### config.mk
export PLATFORM = sky130hd
export DESIGN_NAME = bram_addr_sequencer
export DESIGN_NICKNAME = d
export VERILOG_FILES = /design/src/rtl/bram_addr_sequencer.sv
export SDC_FILE = /design/constraint.sdc
export NUM_CORES = 1
export LEC_CHECK = 0
export CORE_MARGIN = 2
export CORE_UTILIZATION = 49
export CTS_CLUSTER_SIZE = 12
export DETAILED_ROUTE_END_ITERATION = 16
export PLACE_DENSITY = 0.75
export SKIP_CTS_REPAIR_TIMING = 1
export SLEW_MARGIN = 40
export SYNTH_ARGS = -nofsm -noshare
export SYNTH_HDL_FRONTEND = slang
export SYNTH_SLANG_ARGS = --single-unit
### constraint.sdc
create_clock -name clk -period 4.9 [get_ports clk]
set_input_delay 0.735 -clock clk [delete_from_list [all_inputs] [get_ports clk]]
set_output_delay 0.735 -clock clk [all_outputs]
set_load 0.005 [all_outputs]
### src/rtl/bram_addr_sequencer.sv
// Frame-interleaving address sequencer: reads a source BRAM in phase/stride order
// and writes the returned words linearly into a destination BRAM after RD_LAT cycles.
module bram_addr_sequencer #(
  parameter int PHASES = 4,
  parameter int STEPS  = 13,
  parameter int STRIDE = 4,
  parameter int RD_LAT = 1,
  parameter int A2_OFS = 1,
  parameter int B_OFS  = 256
) (
  input  logic        clk,
  input  logic        rst,
  input  logic        start,
  input  logic        stall,
  input  logic [10:0] base_a,
  input  logic [8:0]  base_b,
  output logic        ena,
  output logic [10:0] addra1,
  output logic [10:0] addra2,
  output logic        web,
  output logic [8:0]  addrb1,
  output logic [8:0]  addrb2,
  output logic        busy,
  output logic        done
);

  localparam int TOTAL = PHASES * STEPS;
  localparam int PH_W  = (PHASES > 1) ? $clog2(PHASES) : 1;
  localparam int ST_W  = (STEPS > 1) ? $clog2(STEPS) : 1;
  localparam int N_W   = $clog2(TOTAL + 1);

  typedef enum logic [1:0] {
    IDLE  = 2'd0,
    READ  = 2'd1,
    DRAIN = 2'd2
  } state_t;

  state_t            state_q;
  logic [PH_W-1:0]   phase_q;
  logic [ST_W-1:0]   step_q;
  logic [10:0]       base_a_q;
  logic [8:0]        base_b_q;
  logic [N_W-1:0]    wcnt_q;
  logic [RD_LAT-1:0] pipe_q;
  logic              ena_q;
  logic              web_q;
  logic [10:0]       addra1_q;
  logic [10:0]       addra2_q;
  logic [8:0]        addrb1_q;
  logic [8:0]        addrb2_q;
  logic              busy_q;
  logic              done_q;

  logic [PH_W-1:0]   phase_cur_s;
  logic [PH_W-1:0]   phase_d;
  logic [ST_W-1:0]   step_cur_s;
  logic [ST_W-1:0]   step_d;
  logic [10:0]       base_a_cur_s;
  logic [10:0]       rd_addr_s;
  logic [8:0]        wr_addr_s;
  logic [RD_LAT:0]   pipe_ext_s;
  logic              issue_s;
  logic              last_s;

  // Read address and counter advance; in IDLE the first read uses the live base so it issues on the start edge
  always_comb begin
    base_a_cur_s = base_a_q;
    phase_cur_s  = phase_q;
    step_cur_s   = step_q;
    if (state_q == IDLE) begin
      base_a_cur_s = base_a;
      phase_cur_s  = '0;
      step_cur_s   = '0;
    end else begin
      base_a_cur_s = base_a_q;
    end

    rd_addr_s = base_a_cur_s + 11'(phase_cur_s) + 11'(STRIDE) * 11'(step_cur_s);
    last_s    = (phase_cur_s == PH_W'(PHASES - 1)) && (step_cur_s == ST_W'(STEPS - 1));

    phase_d = phase_cur_s;
    step_d  = step_cur_s;
    if (step_cur_s == ST_W'(STEPS - 1)) begin
      step_d  = '0;
      phase_d = phase_cur_s + PH_W'(1);
    end else begin
      step_d  = step_cur_s + ST_W'(1);
    end

    issue_s    = !stall && ((state_q == READ) || ((state_q == IDLE) && start));
    pipe_ext_s = {pipe_q, issue_s};
    wr_addr_s  = base_b_q + 9'(wcnt_q);
  end

  // Control FSM, read-valid pipeline and registered port outputs
  always_ff @(posedge clk or posedge rst) begin
    if (rst) begin
      state_q  <= IDLE;
      phase_q  <= '0;
      step_q   <= '0;
      base_a_q <= 11'd0;
      base_b_q <= 9'd0;
      wcnt_q   <= '0;
      pipe_q   <= '0;
      ena_q    <= 1'b0;
      web_q    <= 1'b0;
      addra1_q <= 11'd0;
      addra2_q <= 11'd0;
      addrb1_q <= 9'd0;
      addrb2_q <= 9'd0;
      busy_q   <= 1'b0;
      done_q   <= 1'b0;
    end else begin
      done_q <= 1'b0;

      // A stalled edge freezes the valid pipeline so each write keeps its RD_LAT distance
      if (!stall) begin
        ena_q  <= issue_s;
        pipe_q <= pipe_ext_s[RD_LAT-1:0];
        web_q  <= pipe_ext_s[RD_LAT];
        if (issue_s) begin
          addra1_q <= rd_addr_s;
          addra2_q <= rd_addr_s + 11'(A2_OFS);
        end
        if (pipe_ext_s[RD_LAT]) begin
          addrb1_q <= wr_addr_s;
          addrb2_q <= wr_addr_s + 9'(B_OFS);
          wcnt_q   <= wcnt_q + N_W'(1);
        end
      end else begin
        ena_q <= 1'b0;
        web_q <= 1'b0;
      end

      case (state_q)
        IDLE: begin
          if (start) begin
            state_q  <= (issue_s && last_s) ? DRAIN : READ;
            base_a_q <= base_a;
            base_b_q <= base_b;
            busy_q   <= 1'b1;
            wcnt_q   <= '0;
            phase_q  <= issue_s ? phase_d : '0;
            step_q   <= issue_s ? step_d : '0;
          end
        end
        READ: begin
          if (issue_s) begin
            phase_q <= phase_d;
            step_q  <= step_d;
            if (last_s) begin
              state_q <= DRAIN;
            end
          end
        end
        DRAIN: begin
          if (wcnt_q == N_W'(TOTAL)) begin
            state_q <= IDLE;
            busy_q  <= 1'b0;
            done_q  <= 1'b1;
            wcnt_q  <= '0;
          end
        end
        default: begin
          state_q <= IDLE;
        end
      endcase
    end
  end

  assign ena    = ena_q;
  assign addra1 = addra1_q;
  assign addra2 = addra2_q;
  assign web    = web_q;
  assign addrb1 = addrb1_q;
  assign addrb2 = addrb2_q;
  assign busy   = busy_q;
  assign done   = done_q;

endmodule

==> impl_metrics.env, run 1 <==
export IMPL_status="completed"
export IMPL_n_antenna_cell=0
export IMPL_post_route_period_util=0.7748
export IMPL_synth_cell_area_um2=3918
export IMPL_vdd_drop_max_mv=0.2176
export IMPL_critPathArrivalTime_ps=4030
export IMPL_path_class="reg2reg"
export IMPL_fin_setup_tns_ps=0
export IMPL_maxSlewHeadroom=0.4913
export IMPL_leakagePower_nw=2.112
export IMPL_overflow=0
export IMPL_drt_total_wl_um=7965
export IMPL_drtIter0Drc=190
export IMPL_vias=3020
export IMPL_io_pins=68
export IMPL_cts_sinks=71
export IMPL_syn_to_final_growth_pct=21.78
export IMPL_clock_power_share=0.169
export IMPL_clk_pin_slew_worst_paths_ps=70
export IMPL_avgSynthCellArea_um2=9.697
export IMPL_synth_top_area_cell="dfrtp_1"
export IMPL_fin_skew_ps=5.513
export IMPL_avgViaCountPerCell=5.326
export IMPL_worstMarginPinSlew_ps=743.8
export IMPL_dr_pass1_iters=5
export IMPL_power_internal_w=0.001526
export IMPL_grt_pass1_vias=2866
export IMPL_p_per_area_nw_per_um2=496.9
export IMPL_io_buffers=67
export IMPL_ys_seq_elements=71
export IMPL_htree_levels=3
export IMPL_clkLatencyLatePin_ps=340
export IMPL_rows=32
export IMPL_hold_violations=0
export IMPL_final_nets=502
export IMPL_drive_above_1_share=0.1140
export IMPL_pwr_share_seq=0.386
export IMPL_grt_setup_unrepaired="no"
export IMPL_synth_ff_type="dfrtp_1"
export IMPL_cp_required_ps=5130
export IMPL_grt_max_degree=43
export IMPL_path_cells="or2_4, and2_1, ha_1, inv_1, fa_1, nor2b_1, o311ai_2, a2111oi_0, nor3_4, nand4_1, nor4_1, xnor2_1, mux2_4"
export IMPL_synth_area_top_cells="dfrtp_1, nand2_1, mux2_2, ha_1, o21ai_0"
export IMPL_synth_cell_types=61
export IMPL_grt_pass1_wl_um=13490
export IMPL_initial_core_util=0.5070
export IMPL_synth_edf_count=0
export IMPL_setup_viol=0
export IMPL_critical_path_max_stage_delay_ps=730
export IMPL_worst_path_buf_inv=1
export IMPL_die_h_um=93.42
export IMPL_cts_buffer_depth=2
export IMPL_synth_net_count=445
export IMPL_maxSlewViolCount=0
export IMPL_dieArea_um2=8726
export IMPL_cts_tree="built"
export IMPL_comb_power_share=0.445
export IMPL_gp_congestion=0.9047
export IMPL_synth_seq_area_share=0.4535
export IMPL_synthArstFlopShare=1.000
export IMPL_cp_start_kind="register"
export IMPL_drcViolationCount=0
export IMPL_critPathCaptureType="register"
export IMPL_yosys_warnings=0
export IMPL_routed_wire_length_per_instance_um=14.05
export IMPL_cp_max_fo=21
export IMPL_worst_slack_ps=1104
export IMPL_ant_nets=0
export IMPL_crit_slowest_cell="a2111oi_0"
export IMPL_power_switching_w=0.0008446
export IMPL_num_fill_cells=658
export IMPL_hpwl_um=5826
export IMPL_core_area_um2=7727
export IMPL_dp_slack_ps=932.2
export IMPL_hold_path_class="reg2reg"
export IMPL_synth_top_area_share=0.4535
export IMPL_die_w_um=93.42
export IMPL_grt_usage=0.1983
export IMPL_antenna_found_initial=0
export IMPL_drv_cap=0
export IMPL_max_freq_mhz=263.4
export IMPL_cts_buffers=9
export IMPL_clockRootBuffer="clkbuf_8"
export IMPL_swShare=0.3563
export IMPL_critPathTopFamily="simple AND/OR/NAND/NOR gates"
export IMPL_syn_instance_count=404
export IMPL_fin_crit_ps=3796
-- through the flow --
step / area [um^2] / cells / utilization / hold slack, ps / power, W
final: 4771 / 567 / 0.6174 / 473.2 / 0.002370
after global routing: 4771 / 567 / 0.6174 / 502.9 / 0.002569
after CTS: 4771 / 567 / 0.6174 / 480.5 / 0.002386
after detailed placement: 4607 / 552 / 0.5962 / 462.7 / 0.001979
after global placement: 4606 / 552 / 0.5960 / 458.8 / 0.001944
after floorplan: 3918 / 404 / - / 441.8 / 0.001581
-- synth_stat cells, drive strengths merged, types with 6 or more instances --
master and count:
mux2 21, xor2 10, ha 15, dfrtp 71, a21oi 12, o21a 6, nor2 11, and2 6
buf 18, nor3 9, nand2 87, inv 21, o21ai 36, xnor2 16, clkbuf 6
-- per-layer routing --
| layer | up-vias | track usage | part of all wire | routed length, um |
|---|---|---|---|---|
| met5 | - | 0 | 0 | 0 |
| met4 | 0 | 0.08946 | 0.018 | 142 |
| met3 | 13 | 0.03868 | 0.054 | 434 |
| met2 | 96 | 0.2950 | 0.44 | 3530 |
| met1 | 1435 | 0.2808 | 0.48 | 3857 |
| li1 | 1476 | - | - | - |
-- state kept, by name, indices dropped and copies added (netlist names), 2 cells and up --
register  flops
addra2       11
phase_q       2
base_b_q      9
state_q       2
addrb1        9
addra1       11
wcnt_q        6
step_q        4
base_a_q     11
-- final timing paths --
kind	cells past startpoint	slack (ps)	startpoint	endpoint
min in group asynchronous	2	780	rst	addrb1[2]
max	13	1100	state_q[0]	addra2[9]
max reg2reg	13	1100	state_q[0]	addra2[9]
max in group asynchronous	3	3180	rst	base_a_q[2]
min	2	470	addra1[2]	addra1[2]
min reg2reg	2	470	addra1[2]	addra1[2]
-- cell families after synthesis --
logic type	synth area share
AO/OA/AOI/OAI	0.1329
XOR/XNOR	0.06005
adder cells (fa/ha/maj)	0.05813
buffers and inverters	0.05398
flip-flops	0.4535
multiplexers	0.07506
AND/OR/NAND/NOR	0.1664
-- cell usage in the layout, fill, tap and decap left out, types with 2 or more instances in the layout --
master	n
nand3_1	3
o21ai_0	34
buf_4	3
nor4_1	2
nand4_1	4
ha_1	15
mux2_2	20
nand2b_1	3
nand2_1	87
mux2i_1	4
dfrtp_1	71
nor3_1	8
a21oi_1	12
and2_1	5
clkinv_2	3
clkbuf_8	10
nor2b_1	4
nor2_1	11
clkdlybuf4s50_1	67
xnor2_1	15
xor2_1	10
o21ai_1	2
a21o_1	4
fa_1	2
inv_1	19
inv_2	2
o31ai_1	3
nor3b_1	2
o21a_1	6
-- layout make-up --
class,instances,area [um^2],share of cell area
clock buffers,11,141.4,0.02964
clock inverters,4,22.52,0.004721
flip-flops and latches,71,1777,0.3724
inverters,21,78.83,0.01652
repair buffers,70,693.2,0.1453
well taps,102,127.6,0.02675
multi-input cells,288,1931,0.4047
-- power by group through the flow --
stage	logic [W]	registers, W	clock network, W
2_1_floorplan	0.000682	0.000899	0
3_3_place_gp	0.00103	0.000915	0
3_5_place_dp	0.00105	0.000926	0
4_1_cts	0.00106	0.000916	0.000410
5_1_grt	0.00119	0.000941	0.000441
6_report	0.00105	0.000915	0.000402
-- worst min-delay path: stages (launching register included) --
cell and delay, ps:
dfrtp_1 340, nand2_1 50, nand2_1 50
Note: power is estimated with default switching activity, not from simulation.
==> inputs of run 2 (changes only) <==
==> constraint.sdc (replaced) <==
create_clock -name clk -period 3.8 [get_ports clk]
set_input_delay 0.57 -clock clk [delete_from_list [all_inputs] [get_ports clk]]
set_output_delay 0.57 -clock clk [all_outputs]
set_load 0.005 [all_outputs]
==> run 2 against run 1 <==
Combinational power grew 30%; final cell count up 1.2%; maximum frequency grew 9.0%; non-clock buffer count increased by 6; flip-flop and latch count unchanged.
==> impl_metrics.env, run 2 (synthesis results as in run 1) <==
export IMPL_cts_buffers=9
export IMPL_swShare=0.3481
export IMPL_crit_start="state_q[1]"
export IMPL_vias=3035
export IMPL_path_class="reg2reg"
export IMPL_vdd_drop_max_mv=0.3300
export IMPL_maxSlewHeadroom=0.5359
export IMPL_syn_to_final_growth_pct=23.38
export IMPL_setup_viol=0
export IMPL_grt_usage=0.2001
export IMPL_p_per_area_nw_per_um2=647.6
export IMPL_drive_above_1_share=0.1186
export IMPL_ant_nets=0
export IMPL_mostFrequentLayoutCell="nand2_1"
export IMPL_max_freq_mhz=287.2
export IMPL_avgViaCountPerCell=5.287
export IMPL_grt_setup_unrepaired="no"
export IMPL_cp_max_fo=21
export IMPL_gp_congestion=0.9330
export IMPL_status="completed"
export IMPL_clockRootBuffer="clkbuf_8"
export IMPL_grt_pass1_wl_um=13810
export IMPL_reg2reg_depth=14
export IMPL_power_internal_w=0.002041
export IMPL_rows=32
export IMPL_critPathArrivalTime_ps=3720
export IMPL_n_antenna_cell=0
export IMPL_clk_pin_slew_worst_paths_ps=70
export IMPL_worstMarginPinSlew_ps=694.6
export IMPL_dp_slack_ps=183.2
export IMPL_crit_end="addra2[9]"
export IMPL_ff2ff_setup_slack_ps=320
export IMPL_placed_cells=558
export IMPL_wl_met2_um=3768
export IMPL_die_h_um=93.42
export IMPL_final_nets=508
export IMPL_cts_sinks=71
export IMPL_fin_setup_tns_ps=0
export IMPL_maxSlewViolCount=0
export IMPL_placed_area_um2=4651
export IMPL_grt_pass1_vias=3003
export IMPL_dieArea_um2=8726
export IMPL_cp_start_kind="register"
export IMPL_r2r_start="state_q[1]"
export IMPL_drcViolationCount=0
export IMPL_drtIter0Drc=150
export IMPL_power_switching_w=0.001090
export IMPL_grt_max_degree=45
export IMPL_worst_slack_ps=317.5
export IMPL_routed_wire_length_per_instance_um=13.93
export IMPL_clkLatencyLatePin_ps=350
export IMPL_top_layer="met4"
export IMPL_final_area_um2=4833
export IMPL_comb_power_share=0.439
export IMPL_core_area_um2=7727
export IMPL_clock_power_share=0.185
export IMPL_htree_levels=3
export IMPL_layout_cells_non_filler=574
export IMPL_timing_hold_ws_ps=474.7
export IMPL_timing_rr_end="addra2[9]"
export IMPL_io_buffers=67
export IMPL_m1WireLength_um=3779
export IMPL_final_cell_mix="nand2_1, dfrtp_1, clkdlybuf4s50_1"
export IMPL_drt_total_wl_um=7993
export IMPL_post_route_period_util=0.9164
export IMPL_wl_met3_um=349
export IMPL_drv_cap=0
export IMPL_hpwl_um=6104
export IMPL_num_fill_cells=662
export IMPL_fin_skew_ps=10.59
export IMPL_cp_required_ps=4040
export IMPL_overflow=0
export IMPL_die_w_um=93.42
export IMPL_critPathCaptureType="register"
export IMPL_initial_core_util=0.5070
export IMPL_leakagePower_nw=2.148
export IMPL_dr_pass1_iters=4
export IMPL_cts_tree="built"
export IMPL_cts_buffer_depth=2
export IMPL_hold_path_class="reg2reg"
export IMPL_fin_crit_ps=3482
export IMPL_hold_violations=0
export IMPL_antenna_found_initial=0
export IMPL_pwr_share_seq=0.377
export IMPL_io_pins=68
==> run 2: changes by cell type in the layout (fill, tap and decap cells not counted), sizes merged <==
cell,previous run,this run
buf,3,9
bufinv,0,1
clkbuf,11,13
clkinvlp,1,0
clkinv,3,2
==> run 2: through the flow <==
| step | power [W] | util |
|---|---|---|
| 6_report | 0.003130 | 0.6255 |
| 4_1_cts | 0.003157 | 0.6255 |
| 3_5_place_dp | 0.002574 | 0.6018 |
| 2_1_floorplan | 0.002039 | - |
| 5_1_grt | 0.003392 | 0.6255 |
| 3_3_place_gp | 0.002525 | 0.6018 |
==> run 2: cell type report <==
type                    instances  area [um^2]  area share
flip-flops and latches         71         1777      0.3676
repair buffers                 76        738.2      0.1527
clock buffers                  13        138.9     0.02873
clock inverters                 3        43.79    0.009060
multi-input cells             288         1929      0.3992
inverters                      21        78.83     0.01631
well taps                     102        127.6     0.02640
==> run 2: worst min-delay path by stage <==
stage                    start          to  depth (start not counted)
floorplan           phase_q[1]  phase_q[1]                          2
global placement     addra1[5]   addra1[5]                          2
detailed placement  phase_q[1]  phase_q[1]                          2
CTS                 phase_q[1]  phase_q[1]                          2
global route              busy        busy                          1
finish              phase_q[1]  phase_q[1]                          2
==> run 2: worst max-delay path, cell delays in order, from the launching register on <==
cell	delay [ps]
dfrtp_1	500
or2_4	340
and2_1	220
ha_1	180
inv_1	50
fa_1	390
nor2b_1	210
o311ai_2	140
a2111oi_0	470
buf_4	200
nor3_4	50
nand4_1	140
nor4_1	70
xnor2_1	140
mux2_4	260
==> run 2: power groups by stage <==
stage | Combinational, W | Clock, W | Sequential (W)
3_3_place_gp | 0.00135 | 0 | 0.00118
3_5_place_dp | 0.00138 | 0 | 0.00120
4_1_cts | 0.00138 | 0.000590 | 0.00118
5_1_grt | 0.00154 | 0.000632 | 0.00122
2_1_floorplan | 0.000879 | 0 | 0.00116
6_report | 0.00137 | 0.000578 | 0.00118
==> run 2: routing by layer <==
metal,GRT usage,vias up
li1,-,1497
met1,0.2778,1460
met2,0.3153,71
met3,0.03062,7
met4,0.07966,0
met5,0,-
==> inputs of run 3 (changes only) <==
--- a/config.mk
+++ b/config.mk
@@ -5,6 +5,7 @@
 export SDC_FILE = /design/constraint.sdc
 export NUM_CORES = 1
 export LEC_CHECK = 0
+export ABC_CLOCK_PERIOD_IN_PS = 3800
 export CORE_MARGIN = 2
 export CORE_UTILIZATION = 49
 export CTS_CLUSTER_SIZE = 12
==> results of run 3 <==
The final DEF is identical to that of run 2; final timing and power are the same.
